===== config.mk =====
export PLATFORM = sky130hd
export DESIGN_NAME = threat_engagement_controller
export DESIGN_NICKNAME = d
export VERILOG_FILES = /design/src/rtl/threat_engagement_controller_pkg.sv /design/src/rtl/threat_engagement_controller_cycle_timer.sv /design/src/rtl/threat_engagement_controller.sv
export SDC_FILE = /design/constraint.sdc
export NUM_CORES = 1
export LEC_CHECK = 0
export ABC_AREA = 1
export BUFFER_PORTS_ARGS = -buffer_cell sky130_fd_sc_hd__buf_2
export CORE_MARGIN = 5
export CORE_UTILIZATION = 50
export CTS_CLUSTER_DIAMETER = 40
export DETAILED_ROUTE_END_ITERATION = 6
export PLACE_DENSITY = 0.77
export SYNTH_ARGS = -nofsm -noshare
export SYNTH_HDL_FRONTEND = slang
export SYNTH_SLANG_ARGS = --single-unit

===== constraint.sdc =====
create_clock -name CLK -period 1.85 [get_ports CLK]
set_input_delay 0.37 -clock CLK [delete_from_list [all_inputs] [get_ports CLK]]
set_output_delay 0.37 -clock CLK [all_outputs]
set_load 0.03 [all_outputs]

===== src/rtl/threat_engagement_controller_pkg.sv =====
// Shared encodings and default constants for the threat engagement controller
// and its neighbouring radar tracking/assessment unit.
package threat_engagement_controller_pkg;

  typedef enum logic [2:0] {
    ENG_SURVEIL  = 3'd0,
    ENG_ARM      = 3'd1,
    ENG_FIRE     = 3'd2,
    ENG_COOLDOWN = 3'd3,
    ENG_EMPTY    = 3'd4
  } engage_state_e;

  typedef enum logic [1:0] {
    ARTAU_IDLE   = 2'd0,
    ARTAU_EMIT   = 2'd1,
    ARTAU_LISTEN = 2'd2,
    ARTAU_ASSESS = 2'd3
  } artau_state_e;

  localparam int DEF_SCAN_PERIOD     = 200;
  localparam int DEF_CONFIRM_COUNT   = 2;
  localparam int DEF_MIN_ENGAGE_DIST = 500;
  localparam int DEF_FIRE_PULSE      = 6;
  localparam int DEF_COOLDOWN        = 40;
  localparam int DEF_MAGAZINE        = 4;

endpackage


===== src/rtl/threat_engagement_controller_cycle_timer.sv =====
// Loadable down-counter; done is high while the count sits at zero.
module cycle_timer #(
  parameter int               WIDTH       = 32,
  parameter logic [WIDTH-1:0] RESET_VALUE = '0
) (
  input  logic             CLK,
  input  logic             RST,
  input  logic             load,
  input  logic [WIDTH-1:0] load_value,
  input  logic             enable,
  output logic             done
);

  logic [WIDTH-1:0] count;

  // load wins over counting; the counter parks at zero rather than wrapping
  always_ff @(posedge CLK) begin
    if (RST) begin
      count <= RESET_VALUE;
    end else if (load) begin
      count <= load_value;
    end else if (enable && (count != '0)) begin
      count <= count - WIDTH'(1);
    end
  end

  assign done = (count == '0);

endmodule


===== src/rtl/threat_engagement_controller.sv =====
// Fire-control stage: periodic radar scan requests, threat confirmation,
// and missile launch with cooldown and a finite, reloadable magazine.
module threat_engagement_controller
  import threat_engagement_controller_pkg::*;
#(
  parameter int SCAN_PERIOD     = DEF_SCAN_PERIOD,
  parameter int CONFIRM_COUNT   = DEF_CONFIRM_COUNT,
  parameter int MIN_ENGAGE_DIST = DEF_MIN_ENGAGE_DIST,
  parameter int FIRE_PULSE      = DEF_FIRE_PULSE,
  parameter int COOLDOWN        = DEF_COOLDOWN,
  parameter int MAGAZINE        = DEF_MAGAZINE
) (
  input  logic        CLK,
  input  logic        RST,
  input  logic [1:0]  ARTAU_state,
  input  logic        threat_detected,
  input  logic [31:0] distance_to_target,
  input  logic        reload,
  output logic        scan_for_target,
  output logic        fire_command,
  output logic        abort_close,
  output logic [7:0]  missiles_left,
  output logic [31:0] engaged_distance,
  output logic [2:0]  engage_state
);

  localparam logic [3:0]  CONFIRM_TARGET = 4'(CONFIRM_COUNT);
  localparam logic [7:0]  MAG_FULL       = 8'(MAGAZINE);
  localparam logic [31:0] MIN_DIST       = 32'(MIN_ENGAGE_DIST);
  localparam logic [31:0] SCAN_RELOAD    = 32'(SCAN_PERIOD - 1);

  engage_state_e state_q, state_d;
  logic [1:0]    prev_artau;
  logic [3:0]    confirm_cnt;
  logic [3:0]    confirm_next;
  logic          assess_evt, no_echo_evt, threat_assess, confirm_hit, engage_ok;
  logic          counting, scan_fire, scan_load, scan_done;
  logic          phase_load, phase_en, phase_done;
  logic [31:0]   phase_value;

  assign assess_evt    = (ARTAU_state == ARTAU_ASSESS) && (prev_artau != ARTAU_ASSESS);
  assign no_echo_evt   = (prev_artau == ARTAU_LISTEN) && (ARTAU_state == ARTAU_IDLE);
  assign threat_assess = assess_evt && threat_detected;
  assign confirm_next  = confirm_cnt + 4'd1;
  assign confirm_hit   = threat_assess && (confirm_next == CONFIRM_TARGET);
  assign engage_ok     = (distance_to_target >= MIN_DIST);
  assign counting      = (state_q == ENG_SURVEIL) || (state_q == ENG_EMPTY);

  // Scan timer free-runs only while surveilling; elsewhere it is parked at a fresh period.
  assign scan_fire = counting && scan_done;
  assign scan_load = !counting || scan_done;

  cycle_timer #(
    .WIDTH       (32),
    .RESET_VALUE (SCAN_RELOAD)
  ) u_scan_timer (
    .CLK        (CLK),
    .RST        (RST),
    .load       (scan_load),
    .load_value (SCAN_RELOAD),
    .enable     (counting),
    .done       (scan_done)
  );

  assign phase_en = (state_q == ENG_FIRE) || (state_q == ENG_COOLDOWN);

  cycle_timer #(
    .WIDTH       (32),
    .RESET_VALUE ('0)
  ) u_phase_timer (
    .CLK        (CLK),
    .RST        (RST),
    .load       (phase_load),
    .load_value (phase_value),
    .enable     (phase_en),
    .done       (phase_done)
  );

  always_ff @(posedge CLK) begin
    if (RST) begin
      state_q <= ENG_SURVEIL;
    end else begin
      state_q <= state_d;
    end
  end

  always_comb begin
    state_d      = state_q;
    phase_load   = 1'b0;
    phase_value  = '0;
    fire_command = (state_q == ENG_FIRE);
    engage_state = state_q;
    case (state_q)
      ENG_SURVEIL: begin
        if (confirm_hit && engage_ok) begin
          state_d = ENG_ARM;
        end
      end
      ENG_ARM: begin
        if (missiles_left == 8'd0) begin
          state_d = ENG_EMPTY;
        end else begin
          state_d     = ENG_FIRE;
          phase_load  = 1'b1;
          phase_value = 32'(FIRE_PULSE - 1);
        end
      end
      ENG_FIRE: begin
        if (phase_done) begin
          state_d     = ENG_COOLDOWN;
          phase_load  = 1'b1;
          phase_value = 32'(COOLDOWN - 1);
        end
      end
      ENG_COOLDOWN: begin
        if (phase_done) begin
          state_d = (missiles_left == 8'd0) ? ENG_EMPTY : ENG_SURVEIL;
        end
      end
      ENG_EMPTY: begin
        if (reload) begin
          state_d = ENG_SURVEIL;
        end
      end
      default: state_d = ENG_SURVEIL;
    endcase
  end

  // Confirmation, magazine and latched range; counting is frozen at zero while engaging.
  always_ff @(posedge CLK) begin
    if (RST) begin
      prev_artau       <= ARTAU_IDLE;
      confirm_cnt      <= '0;
      missiles_left    <= MAG_FULL;
      engaged_distance <= '0;
      scan_for_target  <= 1'b0;
      abort_close      <= 1'b0;
    end else begin
      prev_artau      <= ARTAU_state;
      scan_for_target <= scan_fire;
      abort_close     <= 1'b0;
      if (counting) begin
        if (threat_assess) begin
          if (confirm_hit) begin
            confirm_cnt      <= '0;
            engaged_distance <= distance_to_target;
            if ((state_q == ENG_SURVEIL) && !engage_ok) begin
              abort_close <= 1'b1;
            end
          end else begin
            confirm_cnt <= confirm_next;
          end
        end else if (assess_evt || no_echo_evt) begin
          confirm_cnt <= '0;
        end
        if (reload) begin
          missiles_left <= MAG_FULL;
        end
      end else begin
        confirm_cnt <= '0;
        if ((state_q == ENG_ARM) && (missiles_left != 8'd0)) begin
          missiles_left <= missiles_left - 8'd1;
        end
      end
    end
  end

endmodule


Yosys cells after proc, flatten, opt, wreduce, memory -nomap -nowiden
Index checks and enable logic that the tools add are counted.

Reduce and logical (&&, ||, !) cells: 33. Div/mod/pow operators: 0. Bitwise gates (word level): 3. Add/subtract/negate cells: 4. $lt $le $gt $ge: 1. Multipliers: 0. Equal/unequal tests: 13. Shift operators: 0. Mux-type cells: 22.

Operators by type and width (count): $logic_not A32 Y1 (2); $mux W32 (2); $reduce_bool A32 Y1 (2); $sub A32 B1 Y32 const B (2); $ge A32 B9 Y1 const B (1); $mux W8 (3); $mux W3 (7); $pmux W3 S5 (1); $mux W4 (3); $pmux W6 S2 (1); $logic_and A1 B1 Y1 (10); $logic_not A8 Y1 (1); $ne A2 B2 Y1 const B (4); $reduce_bool A8 Y1 (1); $sub A8 B1 Y8 const B (1); $eq A3 B2 Y1 const B (2); $mux W6 (1); $reduce_bool A2 Y1 (3); $add A4 B1 Y4 const B (1); $eq A2 B2 Y1 const B (2); $eq A4 B2 Y1 const B (1); $logic_or A1 B1 Y1 (4); $ne A2 B1 Y1 const B (2); $reduce_and A4 Y1 (1); other kinds (12) (18).

Output and inout bits: 46. Bits in read-only memories: 0. Register bits after elaboration: 115. Latch bits: 0. Memory bits (writable): 0. Word-level logic and storage cells: 85. Memories kept: 0. Input port bits: 38.

Logic depth before layout (Yosys ltp)
Gate-level depths: netlist (run 1).

Depth after elaboration: 7. Depth in mapped cells: 12. Mapped depth without buffers: 12.

Cells and area by module
From an unflattened synthesis (run 1), not the netlist that was laid out.

Cell total of the unflattened synthesis: 1152. Area total of the unflattened synthesis: 7236.9 um^2.

By module, submodules not included: cycle_timer (u_scan_timer) (area an instance 2502.4 um^2, cells each 437, sequential area each 640.6 um^2, times used 1); cycle_timer (u_phase_timer) (area an instance 2434.8 um^2, cells each 403, sequential area each 640.6 um^2, times used 1); threat_engagement_controller (area an instance 2299.7 um^2, cells each 312, sequential area each 1021.0 um^2, times used 1).

Least setup slack after synthesis (run 1)
No wires, ideal clock.

Path type: reg-to-reg. From: register missiles_left[0]. To: register missiles_left[7]. Period minus slack after synthesis: 1.725 ns. Cell stages (with the launch flop): 11. Required time: 1.737 ns. Path buffers: 0. Library setup time: 0.113 ns. Arrival time: 1.612 ns. Slack: 0.125 ns. Cells stage by stage: dfxtp_1 inv_1 ha_1 nand2_2 o21bai_4 nand2_2 inv_1 nor2_1 nand2_1 nor2_1 nor2_1.

Word-level cells in the longest chain between the ends: 4. Elaborated cells on any way between the ends: 7. Those cells by class: add/sub: 1; mux: 2; reduce/logical: 4.

RTL lines: from (decl) (RTL line threat_engagement_controller.sv:22) `output logic [7:0] missiles_left,`; from (signal assigned) (RTL line threat_engagement_controller.sv:162) `missiles_left <= missiles_left - 8'd1;`; parallel branches: the longest is 4 deep, another holds $sub A8 B1 Y8.

Parallel ways; which one is timed is not known. The select of a mux whose other input is x is not followed. A chain may end at the register's enable or synchronous reset.

Final worst setup path (run 1)
From: register state_q[2], in the netlist engage_state[2]. To: output port fire_command.

Word-level cells in the longest chain between the ends: 1.

RTL lines: from (decl) (RTL line threat_engagement_controller.sv:32) `engage_state_e state_q, state_d;`; from (signal assigned) (RTL line threat_engagement_controller.sv:83) `state_q <= state_d;`; $eq A3 B2 Y1 (RTL line threat_engagement_controller.sv:91) `fire_command = (state_q == ENG_FIRE);`; to (decl) (RTL line threat_engagement_controller.sv:20) `output logic fire_command,`.

No other way between the ends.

==> flow_metrics.env, run 1 <==
export IMPL_p_leak_nw=3.49
export IMPL_cts_num_sinks=115
export IMPL_clock_root_buffer="clkbuf_16"
export IMPL_n_antenna_cell=0
export IMPL_avgSynthCellArea_um2=6.68
export IMPL_syn_to_final_growth_pct=25.6
export IMPL_dieArea_mm2=0.0135
export IMPL_synthFlopType="dfxtp_1"
export IMPL_max_slew_margin_pct=71.2
export IMPL_core_area_mm2=0.0109
export IMPL_worstPathArrival_ns=1.39
export IMPL_post_synth_top_count_cell="nor2_1"
export IMPL_synth_edf_count=0
export IMPL_synthTopCellsByCount="244 x nor2_1, 164 x nand2_1, 115 x dfxtp_1, 83 x inv_1, 43 x o21ai_0"
export IMPL_dieHeight_um=116
export IMPL_drt_iter0_drc=346
export IMPL_cp_required_ns=1.48
export IMPL_totalWireLength_mm=13.6
export IMPL_power_density_mw_per_mm2=1610
export IMPL_clock_path_buffers=2
export IMPL_antenna_left=0
export IMPL_ys_types=38
export IMPL_chipWidth_um=116
export IMPL_crit_start="engage_state[2]"
export IMPL_dr_pass1_iters=5
export IMPL_yosysSeqAreaShare_pct=40.8
export IMPL_fillerInstances=967
export IMPL_overflow=0
export IMPL_critPathMaxFanout=6
export IMPL_period_share_pct=95.4
export IMPL_path_class="flop to primary output"
export IMPL_yosys_area_top_type_share_pct=40.8
export IMPL_rows=38
export IMPL_worst_pin_slew_ns=0.429
export IMPL_final_cells=1117
export IMPL_grt_pass1_wl_mm=23.0
export IMPL_place_gp_congestion=0.878
export IMPL_hold_class="input port to flop"
export IMPL_synth_nets=890
export IMPL_setup_violations=0
export IMPL_cts_made_buffers=17
export IMPL_fin_skew_ns=0.0124
export IMPL_vdd_drop_max_v=0.00167
export IMPL_post_route_util_pct=64.9
export IMPL_drc=0
export IMPL_start_kind="flop"
export IMPL_cts_tree="yes"
export IMPL_hold_violations=0
export IMPL_antenna_found_initial=0
export IMPL_grt_util_all_layers_pct=21.1
export IMPL_post_route_min_period_ns=1.76
export IMPL_start_util_pct=51.6
export IMPL_synthesis_instances=845
export IMPL_outcome="completed"
export IMPL_htree_levels=4
export IMPL_grt_pass1_vias=5298
export IMPL_io_pins=84
export IMPL_place_inst=1076
export IMPL_clk_latency_ns=0.42
export IMPL_layout_drive_gt1_share_pct=20.6
export IMPL_synth_area_top_cells="dfxtp_1 41%, nor2_1 16%, nand2_1 11%, inv_1 5.5%, o21ai_0 3.8%"
export IMPL_vias_per_cell=4.95
export IMPL_ys_ff_latch=115
export IMPL_reg2reg_from="u_phase_timer.count[24]"
export IMPL_dr_total_vias=5534
export IMPL_yosysTopAreaCell="dfxtp_1"
export IMPL_max_freq_ghz=0.567
export IMPL_synth_area_mm2=0.00565
export IMPL_async_flop_share_pct=0
export IMPL_crit_path_end_kind="primary output"
export IMPL_hp_start="ARTAU_state[0]"
export IMPL_yosysWarnings=0
export IMPL_clk_pin_slew_ns=0.05
export IMPL_nets=1009
export IMPL_dp_hpwl_mm=9.57
export IMPL_wl_per_cell_um=12.2
export IMPL_report_final_slew_viol_count=0
export IMPL_max_cap_viol_count=0
export IMPL_postCtsHoldBufs=0
export IMPL_grt_max_degree=38
export IMPL_place_port_buffers=83
power by group:
part | switching [mW] | internal, mW
Sequential | 0.250 | 2.76
Combinational | 3.32 | 1.79
Clock | 1.24 | 2.03
worst max-delay path, stage by stage (launching register included):
cell and delay [ns]:
dfxtp_1 0.36, nor2_1 0.16, nand2_1 0.06, inv_1 0.16, buf_2 0.24
layout by cell type (no fill, tap or decap), types with 3 or more instances in the layout:
master,n
a21oi_1,32
buf_12,4
buf_2,83
buf_4,30
clkbuf_16,17
clkinv_2,4
clkinv_4,3
dfxtp_1,113
ha_1,6
inv_1,83
inv_6,5
nand2_1,161
nand2_2,9
nand3_1,33
nand4_1,12
nor2_1,234
nor2_2,20
nor2_4,5
nor3_1,21
nor3b_1,4
nor4_1,3
o21ai_0,31
o21ai_1,14
or2_2,4
xnor2_1,5
xor2_1,14
cells by family (layout without fill, tap and decap cells):
group | Yosys count | count (layout) | share of synthesized area (%)
AND/OR/NAND/NOR | 516 | 516 | 38.9
flip-flops | 115 | 115 | 40.8
adder cells (fa/ha/maj) | 7 | 7 | 1.55
AO/OA/AOI/OAI | 85 | 85 | 8.13
buffers and inverters | 103 | 235 | 7.73
XOR/XNOR | 19 | 19 | 2.95
routing by layer:
metal	GRT usage, %	up-vias	routed length, µm
met4	9.67	0	211
met1	25.4	2494	5980
met3	3.99	23	566
met2	36.3	120	6840
li1	-	2897	-
met5	0	-	0
registers in the layout (all words and copies together) (netlist names):
register / count
abort_close: 1
confirm_cnt: 4
engage_state: 3
engaged_distance: 32
missiles_left: 8
prev_artau: 2
scan_for_target: 1
u_phase_timer.count: 32
u_scan_timer.count: 32
final timing paths:
check | to | slack, ns | cells after the start
max | fire_command | 0.09 | 4
min | prev_artau[0] | 0.19 | 3
max reg2reg | u_phase_timer.count[27] | 0.11 | 11
min reg2reg | u_scan_timer.count[0] | 0.39 | 1
final cells by class:
cell class | instances | area (µm²) | share of cell area [%]
clock buffers | 18 | 439 | 6.19
clock inverters | 14 | 149 | 2.10
inverters | 84 | 320 | 4.51
multi-input cells | 627 | 2960 | 41.8
flip-flops and latches | 115 | 2300 | 32.5
well taps | 140 | 175 | 2.47
repair buffers | 119 | 743 | 10.5
repair_timing:
action	4_1_cts	5_1_grt
pin swaps	0	9
cloned	0	0
setup endpoints to repair	1	87
gates resized for setup	1	35
buffers inserted	0	9
per-stage QoR:
| step | TNS [ns] | area [µm²] | worst slack [ns] | total power, mW | hold slack (ns) |
|---|---|---|---|---|---|
| after global routing | -0.00291 | 7090 | -0.00232 | 12.2 | 0.203 |
| after CTS | 0 | 6950 | 0.0190 | 10.9 | 0.185 |
| after detailed placement | 0 | 6360 | 0.0101 | 7.59 | 0.377 |
| after floorplan | 0 | 5650 | 0.125 | 6.50 | 0.366 |
| final | 0 | 7090 | 0.0855 | 11.4 | 0.193 |
| after global placement | 0 | 6360 | 0.0377 | 7.50 | 0.377 |
Power figures use the tool's default switching activity.
==> inputs of run 2 (changes only) <==
- clock period: 1.85 -> 1.9 ns (I/O delays scaled with it)
==> run 2 against run 1 <==
  * Sequential share of layout area increased by 0.59 points
  * Clock-buffer cell count increased by 3
  * Via count decreased by 0.14%
  * Register-to-register slack about the same
  * Die area unchanged
  * First-iteration DRC count decreased by 13%
  * Cell count decreased by 0.90%
==> flow_metrics.env, run 2 (synthesis gave the netlist of run 1 again) <==
export IMPL_rows=38
export IMPL_period_share_pct=93.6
export IMPL_seq_power_share_pct=27.5
export IMPL_power_density_mw_per_mm2=1530
export IMPL_worstPathArrival_ns=2.10
export IMPL_core_area_mm2=0.0109
export IMPL_post_route_util_pct=63.7
export IMPL_worst_pin_slew_ns=0.395
export IMPL_hold_violations=0
export IMPL_final_common_cell="nor2_1"
export IMPL_dr_total_vias=5526
export IMPL_critPathBufInv=1
export IMPL_stdcell_area_mm2=0.00696
export IMPL_power_mw=10.6
export IMPL_placed_cell_area_mm2=0.00628
export IMPL_final_cells=1107
export IMPL_crit_family="simple AND/OR/NAND/NOR gates"
export IMPL_crit_path_end_kind="flop"
export IMPL_power_frac_comb_pct=42.9
export IMPL_cp_required_ns=2.22
export IMPL_path_cells="nor2_1 -> nand2_1 -> nor2_1 -> nand2_2 -> o21ai_4 -> buf_4 -> nor2_1 -> nand2_1 -> nand2_1 -> nand2_1 -> nor2_1"
export IMPL_chipWidth_um=116
export IMPL_cts_made_buffers=17
export IMPL_clock_root_buffer="clkbuf_16"
export IMPL_critPathMaxFanout=8
export IMPL_report_final_slew_viol_count=0
export IMPL_fin_ws_ns=0.121
export IMPL_routed_wl_met3_um=623
export IMPL_wl_met2_mm=6.50
export IMPL_switchingPower_mw=4.35
export IMPL_dp_hpwl_mm=9.21
export IMPL_syn_to_final_growth_pct=23.3
export IMPL_tns_ns=0
export IMPL_cts_num_sinks=115
export IMPL_nets=1000
export IMPL_cts_tree="yes"
export IMPL_vdd_drop_max_v=0.00138
export IMPL_postCtsHoldBufs=0
export IMPL_p_sw_share_pct=40.9
export IMPL_post_route_min_period_ns=1.78
export IMPL_dr_pass1_iters=5
export IMPL_overflow=0
export IMPL_max_slew_margin_pct=73.5
export IMPL_outcome="completed"
export IMPL_wl_met1_mm=5.95
export IMPL_fillerInstances=975
export IMPL_drt_iter0_drc=302
export IMPL_max_cap_viol_count=0
export IMPL_place_port_buffers=83
export IMPL_totalWireLength_mm=13.4
export IMPL_clk_latency_ns=0.42
export IMPL_wl_per_cell_um=12.1
export IMPL_start_kind="flop"
export IMPL_start_util_pct=51.6
export IMPL_n_antenna_cell=0
export IMPL_io_pins=84
export IMPL_grt_pass1_wl_mm=21.7
export IMPL_dp_slack_ns=0.0634
export IMPL_vias_per_cell=4.99
export IMPL_grt_max_degree=38
export IMPL_path_class="flop to flop"
export IMPL_final_cell_mix="243 x nor2_1, 163 x nand2_1, 114 x dfxtp_1, 83 x inv_1, 82 x buf_2"
export IMPL_dieArea_mm2=0.0135
export IMPL_max_freq_ghz=0.562
export IMPL_clock_path_buffers=2
export IMPL_layout_drive_gt1_share_pct=18.0
export IMPL_drc=0
export IMPL_setup_violations=0
export IMPL_grt_util_all_layers_pct=20.0
export IMPL_antenna_left=0
export IMPL_fin_skew_ns=0.00626
export IMPL_clkPwrFrac_pct=29.6
export IMPL_clk_pin_slew_ns=0.05
export IMPL_antenna_found_initial=0
export IMPL_place_inst=1069
export IMPL_critPathSlowestCell="dfxtp_1"
export IMPL_p_int_mw=6.29
export IMPL_highest_layer="met4"
export IMPL_grt_pass1_vias=5097
export IMPL_hold_class="input port to flop"
export IMPL_dieHeight_um=116
export IMPL_whs_ns=0.202
export IMPL_reg_largest_list="engaged_distance x32, u_phase_timer.count x32, u_scan_timer.count x32"
export IMPL_max_stage_delay_ns=0.32
export IMPL_place_gp_congestion=0.864
export IMPL_p_leak_nw=3.42
export IMPL_htree_levels=4
run 2: cell count changes in the layout (fill, tap and decap cells not counted), sizes merged:
cell,delta
clkinvlp,+1
clkbuf,+4
inv,-5
nor2,+1
buf,-11
bufinv,+1
clkinv,-1
run 2: path summary, 6_finish.rpt:
path | to | slack [ns] | start | depth (start not counted)
max | u_phase_timer.count[25] | 0.12 | u_phase_timer.count[28] | 11
min | prev_artau[1] | 0.20 | ARTAU_state[1] | 3
max reg2reg | u_phase_timer.count[25] | 0.12 | u_phase_timer.count[28] | 11
min reg2reg | u_scan_timer.count[0] | 0.39 | u_scan_timer.count[0] | 1
run 2: area by class of cell:
class	instances	area (µm²)	share of cell area [%]
Tap cell	140	175	2.52
Sequential cell	115	2300	33.1
Timing Repair Buffer	109	646	9.27
Clock inverter	10	134	1.92
Clock buffer	21	450	6.47
Multi-Input combinational cell	628	2940	42.1
Inverter	84	320	4.60
run 2: timing repair:
item | in CTS | in global routing
buffers inserted | 0 | 6
endpoints found under the setup margin | 0 | 61
resized for setup | 0 | 18
run 2: worst register-to-register path, delay by kind of cell (launching register included):
family / cells / cell delay, ns
simple gates: 9 / 0.84
compound gates: 1 / 0.33
flops: 1 / 0.32
buf+inv: 1 / 0.20
run 2: power groups by stage:
stage / sequential (mW) / combinational [mW] / clock [mW]
floorplan: 3.04 / 3.29 / 0
global placement: 2.96 / 4.25 / 0
detailed placement: 2.96 / 4.32 / 0
CTS: 2.92 / 4.38 / 3.19
global route: 2.96 / 5.12 / 3.32
finish: 2.93 / 4.56 / 3.15
run 2: routing by layer:
layer	GRT usage (%)	up-vias
li1	-	2878
met1	23.9	2488
met2	33.6	129
met3	5.18	31
met4	9.44	0
met5	0	-
